### config.mk
export PLATFORM = sky130hd
export DESIGN_NAME = mask_upsample_reader
export DESIGN_NICKNAME = d
export VERILOG_FILES = /design/src/rtl/mask_upsample_reader.sv
export SDC_FILE = /design/constraint.sdc
export NUM_CORES = 1
export LEC_CHECK = 0
export ABC_AREA = 1
export BUFFER_PORTS_ARGS = -buffer_cell sky130_fd_sc_hd__buf_2
export CAP_MARGIN = 15
export CORE_UTILIZATION = 25
export DETAILED_ROUTE_END_ITERATION = 10
export PLACE_DENSITY = 0.38
export SLEW_MARGIN = 5
export SYNTH_ARGS = -nofsm -noshare
export SYNTH_HDL_FRONTEND = slang
export SYNTH_SLANG_ARGS = --single-unit
### constraint.sdc
create_clock -name clk_in -period 3.84 [get_ports clk_in]
set_input_delay 0.384 -clock clk_in [delete_from_list [all_inputs] [get_ports clk_in]]
set_output_delay 0.384 -clock clk_in [all_outputs]
set_load 0.01 [all_outputs]
### src/rtl/mask_upsample_reader.sv
// Read side of the downsampled mask: follows the display raster, issues mask BRAM
// reads and returns the nearest-neighbour upsampled bit aligned with hcount/vcount.
module mask_upsample_reader #(
   parameter  int FILTER_SIZE  = 5,
   parameter  int CAM_WIDTH    = 240,
   parameter  int CAM_HEIGHT   = 320,
   parameter  int X_ORIGIN     = 0,
   parameter  int Y_ORIGIN     = 0,
   parameter  int BRAM_LATENCY = 2,
   localparam int DS_WIDTH     = CAM_WIDTH / FILTER_SIZE,
   localparam int DS_HEIGHT    = CAM_HEIGHT / FILTER_SIZE,
   localparam int ADDR_W       = $clog2(DS_WIDTH * DS_HEIGHT)
) (
   input  logic              clk_in,
   input  logic              rst_n_in,
   input  logic [10:0]       hcount_in,
   input  logic [9:0]        vcount_in,
   input  logic              valid_in,
   output logic [ADDR_W-1:0] bram_addr_out,
   input  logic              bram_data_in,
   output logic              mask_out,
   output logic              in_region_out,
   output logic [10:0]       hcount_out,
   output logic [9:0]        vcount_out,
   output logic              valid_out
);

   localparam int REGION_W = DS_WIDTH * FILTER_SIZE;
   localparam int REGION_H = DS_HEIGHT * FILTER_SIZE;
   localparam int SUB_W    = $clog2(FILTER_SIZE + 1);
   localparam int COL_W    = $clog2(DS_WIDTH + 1);
   localparam int ROW_W    = $clog2(DS_HEIGHT + 1);

   typedef struct packed {
      logic        in_region;
      logic        valid;
      logic [10:0] hcount;
      logic [9:0]  vcount;
   } pix_t;

   logic [SUB_W-1:0]  r_sub_x, r_sub_y;
   logic [COL_W-1:0]  r_col;
   logic [ROW_W-1:0]  r_row;
   logic [ADDR_W-1:0] r_row_base, r_addr;
   logic [9:0]        r_last_v;
   pix_t              r_pipe [0:BRAM_LATENCY];

   logic [11:0]       w_dx;
   logic [10:0]       w_dy;
   logic              w_in_x, w_in_y, w_in_region, w_line_start, w_first_line;
   logic [SUB_W-1:0]  w_sub_x_cur, w_sub_x_nx, w_sub_y_nx;
   logic [COL_W-1:0]  w_col_cur, w_col_nx;
   logic [ROW_W-1:0]  w_row_nx;
   logic [ADDR_W-1:0] w_base_nx, w_addr;

   // Signed offsets into the window; the borrow bit flags pixels left of / above it.
   assign w_dx         = {1'b0, hcount_in} - 12'(X_ORIGIN);
   assign w_dy         = {1'b0, vcount_in} - 11'(Y_ORIGIN);
   assign w_in_x       = !w_dx[11] && (w_dx[10:0] < 11'(REGION_W));
   assign w_in_y       = !w_dy[10] && (w_dy[9:0] < 10'(REGION_H));
   assign w_in_region  = valid_in && w_in_x && w_in_y;
   assign w_line_start = valid_in && (hcount_in == 11'(X_ORIGIN));
   assign w_first_line = (vcount_in == 10'(Y_ORIGIN));

   always_comb begin
      // NOTE: every signal driven here gets a default first, so no path can infer a latch.
      w_sub_y_nx = r_sub_y;
      w_row_nx   = r_row;
      w_base_nx  = r_row_base;
      if (w_line_start) begin
         if (w_first_line) begin
            w_sub_y_nx = '0;
            w_row_nx   = '0;
            w_base_nx  = '0;
         end else if (w_in_y && (vcount_in != r_last_v)) begin
            if (r_sub_y == SUB_W'(FILTER_SIZE - 1)) begin
               w_sub_y_nx = '0;
               w_row_nx   = r_row + 1'b1;
               w_base_nx  = r_row_base + ADDR_W'(DS_WIDTH);
            end else begin
               w_sub_y_nx = r_sub_y + 1'b1;
            end
         end
      end
   end

   // The first pixel of a line behaves as if the column counters were already zero.
   assign w_sub_x_cur = w_line_start ? '0 : r_sub_x;
   assign w_col_cur   = w_line_start ? '0 : r_col;

   always_comb begin
      w_sub_x_nx = r_sub_x;
      w_col_nx   = r_col;
      if (w_line_start || w_in_region) begin
         if (w_sub_x_cur == SUB_W'(FILTER_SIZE - 1)) begin
            w_sub_x_nx = '0;
            w_col_nx   = w_col_cur + 1'b1;
         end else begin
            w_sub_x_nx = w_sub_x_cur + 1'b1;
            w_col_nx   = w_col_cur;
         end
      end
   end

   assign w_addr = w_base_nx + ADDR_W'(w_col_cur);

   always_ff @(posedge clk_in) begin
      // NOTE: the delay line is reset along with the counters so no stale pixel leaks out after reset.
      if (!rst_n_in) begin
         r_sub_x    <= '0;
         r_sub_y    <= '0;
         r_col      <= '0;
         r_row      <= '0;
         r_row_base <= '0;
         r_addr     <= '0;
         r_last_v   <= '0;
         for (int i = 0; i <= BRAM_LATENCY; i++) r_pipe[i] <= '0;
      end else begin
         // NOTE: non-blocking throughout, so each delay stage captures the previous stage's old value.
         r_sub_x    <= w_sub_x_nx;
         r_col      <= w_col_nx;
         r_sub_y    <= w_sub_y_nx;
         r_row      <= w_row_nx;
         r_row_base <= w_base_nx;
         if (w_line_start) r_last_v <= vcount_in;
         if (w_in_region)  r_addr   <= w_addr;
         r_pipe[0] <= '{in_region: w_in_region, valid: valid_in,
                        hcount: hcount_in, vcount: vcount_in};
         for (int i = 1; i <= BRAM_LATENCY; i++) r_pipe[i] <= r_pipe[i-1];
      end
   end

   assign bram_addr_out = r_addr;
   assign mask_out      = bram_data_in & r_pipe[BRAM_LATENCY].in_region;
   assign in_region_out = r_pipe[BRAM_LATENCY].in_region;
   assign valid_out     = r_pipe[BRAM_LATENCY].valid;
   assign hcount_out    = r_pipe[BRAM_LATENCY].hcount;
   assign vcount_out    = r_pipe[BRAM_LATENCY].vcount;

endmodule

==> Word-level counts from Yosys, hierarchy flattened <==
Memory sizes are Yosys's and may differ from the RTL's.
Cells that the tools add are included.
{ "classes": {"muxes": 16, "magnitude_cmp": 2, "n_eq_ne": 3, "n_addsub": 5, "reduce_logical": 9, "n_bitwise": 4} }
{ "ops": {"columns": ["op", "count"], "rows": [
  ["23-bit 2-to-1 mux", 3],
  ["12-bit 2-to-1 mux", 4],
  ["3-bit 2-to-1 mux", 5],
  ["12-bit by 6-bit adder with 12-bit output", 1],
  ["12-bit by 6-bit adder with 12-bit output (second input constant)", 1],
  ["6-bit 2-to-1 mux", 2],
  ["11-bit zero test", 1],
  ["11-bit by 8-bit < comparator with 1-bit output (second input constant)", 1],
  ["10-bit zero test", 1],
  ["10-bit by 9-bit < comparator with 1-bit output (second input constant)", 1],
  ["10-bit != test", 1],
  ["3-bit by 1-bit adder with 3-bit output (second input constant)", 2],
  ["6-bit by 1-bit adder with 6-bit output (second input constant)", 1],
  ["3-bit == test (second input constant)", 2],
  ["1-bit logical AND", 4],
  ["1-bit OR", 3],
  ["1-bit 2-to-1 mux", 2],
  ["2-bit AND reduction", 1],
  ["2-bit nonzero test", 1],
  ["1-bit bitwise AND", 1],
  ["1-bit logical OR", 1]
]} }
{ "totals": {"elab_cells": 46, "mem_bits_rw": 69, "mem_count": 1, "out_inout_bits": 36, "ff_bits": 46} }
{ "memory_table": {"columns": ["name", "depth", "word_bits", "read_ports", "rd_ports_with_merged_regs", "write_ports", "line_no", "rtl"], "rows": [
  ["r_pipe", 3, 23, 3, 0, 3, "46", "pix_t r_pipe [0:BRAM_LATENCY];"]
]} }

==> Depth between registers and ports, before layout <==
{ "logic_depth": {"depth_word": 6, "mapped_depth": 23} }

==> Worst setup path after synthesis <==
OpenSTA, ideal clock, no wires.
{ "synth_path": {"path_kind": "input to register", "startpoint": "input port hcount_in[9]", "endpoint": "register r_addr[10] (netlist: bram_addr_out[10])", "required_time_ns": 3.731, "path_slack_ns": 1.037, "arrival_ns": 2.694, "setup_time_ns": 0.109, "cell_stages": 23, "path_cell_list": "nor2_1 -> nand2_1 -> nor2_1 -> nand2_2 -> inv_1 -> nand2_1 -> inv_1 -> nor2_1 -> ha_1 -> inv_1 -> fa_1 -> o21ai_0 -> a21oi_1 -> inv_1 -> nand2_1 -> nand2_1 -> nand3_1 -> nor2_2 -> nand3_1 -> nand2_1 -> nand3_1 -> nand2_1 -> inv_1"} }
{ "synth_via": {"elab_chain_cells": 4} }
{ "synth_lines": {"columns": ["element", "line_no", "rtl"], "rows": [
  ["start, declared", "16", "input logic [10:0] hcount_in,"],
  ["11-bit zero test", "62", "assign w_line_start = valid_in && (hcount_in == 11'(X_ORIGIN));"],
  ["1-bit logical AND", "62", null],
  ["12-bit 2-to-1 mux", "70", "if (w_line_start) begin"],
  ["via w_base_nx[0]", "54", "logic [ADDR_W-1:0] w_base_nx, w_addr;"],
  ["12-bit by 6-bit adder with 12-bit output", "105", "assign w_addr = w_base_nx + ADDR_W'(w_col_cur);"],
  ["end signal, assigned", "126", "if (w_in_region) r_addr <= w_addr;"],
  ["end, declared", "44", "logic [ADDR_W-1:0] r_row_base, r_addr;"]
]} }
The timed path passes the listed nets, and every way through them passes these cells.
A chain may end at the register's enable or synchronous reset.

==> Worst setup path in the final report <==
Ends and elaborated chain as after synthesis.

==> run metrics <==
status finished, final reports clean; root buf cell clkbuf_16; Max Slew Vio Count 0; largest net degree at the start of global routing 93; vias in the first global route 3,843; placed insts 965; Startpoint Class input pin; TNS Setup 0 ns; post-cts sizing count 0; top_reg_cell synth dfxtp_1; antenna diode count 0; max cap viols 0; number of synthesis warnings 0; Post-Syn Nets 713; critical-path cell list buf_2, nor2_1, nand2_1, nor2_1, nand2_2, inv_1, nand2_1, inv_1, nor2_1, ha_1, inv_1, fa_1, o21ai_0, a21oi_1, inv_1, nand2_1, nand2_1, nand3_1, nor2_2, nand3_1, nand2_1, nand3_1, nand2_1, inv_1; Crit path arrival time 3.51 ns; synthesis-to-layout area growth 19.56%; grt ovf 0; Worst Tran Pin Value 0.9217 ns; residual DRC count 0; GRT Total Usage 0.1164; Yosys top cell area share 0.4638; CP max-delay cell fa_1; Final period util 0.8351; CP required 4.15 ns; Yosys top cell by area dfxtp_1; FMAX 311.9 MHz; I/O Pins 61; clk sinks 115; min Tclk post-route 3.207 ns; Reg area 2302 um2; synthesized area 4964 um2; gpl congestion 0.7665; post-CTS setup buffers 0; CP Max Fanout 11; Post-Layout Cell Count 996; top cells by area, synth dfxtp_1, nand2_1, inv_1; Rows 51; number of H-tree levels 4; Via density 3.926; most frequent CP cell nand2_1; Clock Path Buffers 2; RSZ-0062 raised after global routing false; DR pass1 iterations 4; Die ar. 20,420 um2; clk_lat worst skew 0.41 ns; final hold vios 0; overall routed net length 10,760 um; FF+latch count, synth 115; Post-DRT Antenna Nets 0; initial cell density of the core 0.2550; Die W 142.9 um; delay-heaviest family, CP simple AND/OR/NAND/NOR gates; EDFF count, synth 0; fraction of layout cells with a size suffix above 1 0.1601; CP Capture Type flop; most frequent cells after synthesis nand2_1, inv_1, dfxtp_1; initial antenna violation count 0; Clock Skews 0.01045 ns; first-pass GRT wire length 18,140 um; CTS tree yes; core area 19,460 um2; CTS Hold Bufs 0; Leak 3.290 nW; Syn Area/Cell 7.353 um2; Reg clk slew, reported paths 0.05 ns; Num CTS Buffers 17; ys async rst share 0; worst min path class in2reg; Critical Path Max Stage Delay 0.39 ns; worst slew margin relative to its limit 0.3855; Cells after Synth 675; Vias 3,910; Power Density 474.1 nW/um2; wire length per cell 10.81 um; DP HPWL 7751 um; post-synth cell types 37; Peak VDD IR 0.3440 mV; most frequent cell after synthesis nand2_1; Final setup viols 0; sequential share of the synthesized area 0.4638; nets 757; IO Port Bufs 60; worst path bufs/invs 6; filler instances 2,083; Multi-input gate area 1856 um2; DIE HEIGHT 142.9 um; First DRT Iteration DRCs 143; WS Path Type in2reg
worst reg2reg max path, stage by stage (launching register included):
cell	delay (ns)
dfxtp_1	0.32
inv_1	0.08
ha_1	0.14
nand2_1	0.21
nor2_1	0.33
nand2_1	0.14
xor2_1	0.16
inv_1	0.08
nor2_1	0.05
ha_1	0.29
inv_1	0.06
o21bai_1	0.23
nand2_1	0.07
nand2_1	0.08
nand3_2	0.10
nor2_4	0.14
nand3_1	0.09
nand2_1	0.06
nand3_1	0.06
nand2_1	0.08
inv_1	0.04
placed cells by master (no fill, tap or decap), types with 4 or more instances in the layout:
cell type	instances
dfxtp_1	115
xor2_1	6
buf_2	60
inv_2	7
ha_1	12
nand2_1	161
o21ai_0	26
nand3_1	24
xnor2_1	4
clkinvlp_4	5
clkbuf_16	17
nor2_2	5
inv_1	148
a21oi_1	30
nor2_1	55
nand4_1	11
nor3_1	6
kinds of logic after synthesis:
| family | Yosys count | share of synthesized area |
|---|---|---|
| DFF | 115 | 0.4638 |
| buffers and inverters | 192 | 0.1623 |
| AOI/OAI and AO/OA | 67 | 0.07411 |
| and+or+nand+nor | 278 | 0.2478 |
| xor gates and xnor gates | 10 | 0.01764 |
| adders and majority gates | 13 | 0.03428 |
registers in the layout (all words and copies together), names as in the netlist:
signal         cells
r_sub_x            3
r_last_v          10
bram_addr_out     12
r_sub_y            3
r_pipe            69
r_col              6
r_row_base        12
where the power goes:
part | total, mW | switching, mW | internal [mW]
registers | 1.23 | 0.00741 | 1.22
clock network | 1.47 | 0.569 | 0.901
logic | 0.112 | 0.0744 | 0.0377
total | 2.81 | 0.651 | 2.16
area by class of cell:
type / instances / share of cell area
Clock buffer: 19 / 0.07464
Sequential cell: 115 / 0.3879
Clock inverter: 12 / 0.01834
Tap cell: 265 / 0.05587
Timing Repair Buffer: 61 / 0.05187
Multi-Input combinational cell: 368 / 0.3127
Inverter: 156 / 0.09867
through the flow:
stage | instance area, um2 | setup slack, ns | hold slack [ns] | utilization | power, mW
after floorplan | 4964 | 1.037 | 0.3905 | - | 1.331
after global placement | 5383 | 0.2787 | 0.3908 | 0.2766 | 1.372
after detailed placement | 5383 | 0.1504 | 0.3954 | 0.2766 | 1.372
after CTS | 5934 | 0.5921 | 0.1498 | 0.3049 | 2.865
after global routing | 5934 | 0.2115 | 0.1713 | 0.3049 | 2.939
final | 5934 | 0.6334 | 0.1708 | 0.3049 | 2.813
layer usage:
layer  up-vias  GRT usage  wire length, um
met4         0    0.04584              138
met3        14    0.03756              490
met1      1727     0.1391             5255
met2        76     0.1926             4879
met5         -          0                0
li1       2093          -                -
worst paths after layout:
check	startpoint	end	slack (ns)	cells past startpoint
max	hcount_in[9]	bram_addr_out[10]	0.63	24
max reg2reg	r_sub_y[0]	bram_addr_out[11]	0.95	20
min reg2reg	r_pipe[0][20]	r_pipe[0][43]	0.40	2
min	hcount_in[10]	r_pipe[0][20]	0.17	3
No activity file was read; power rests on OpenSTA's default activity.
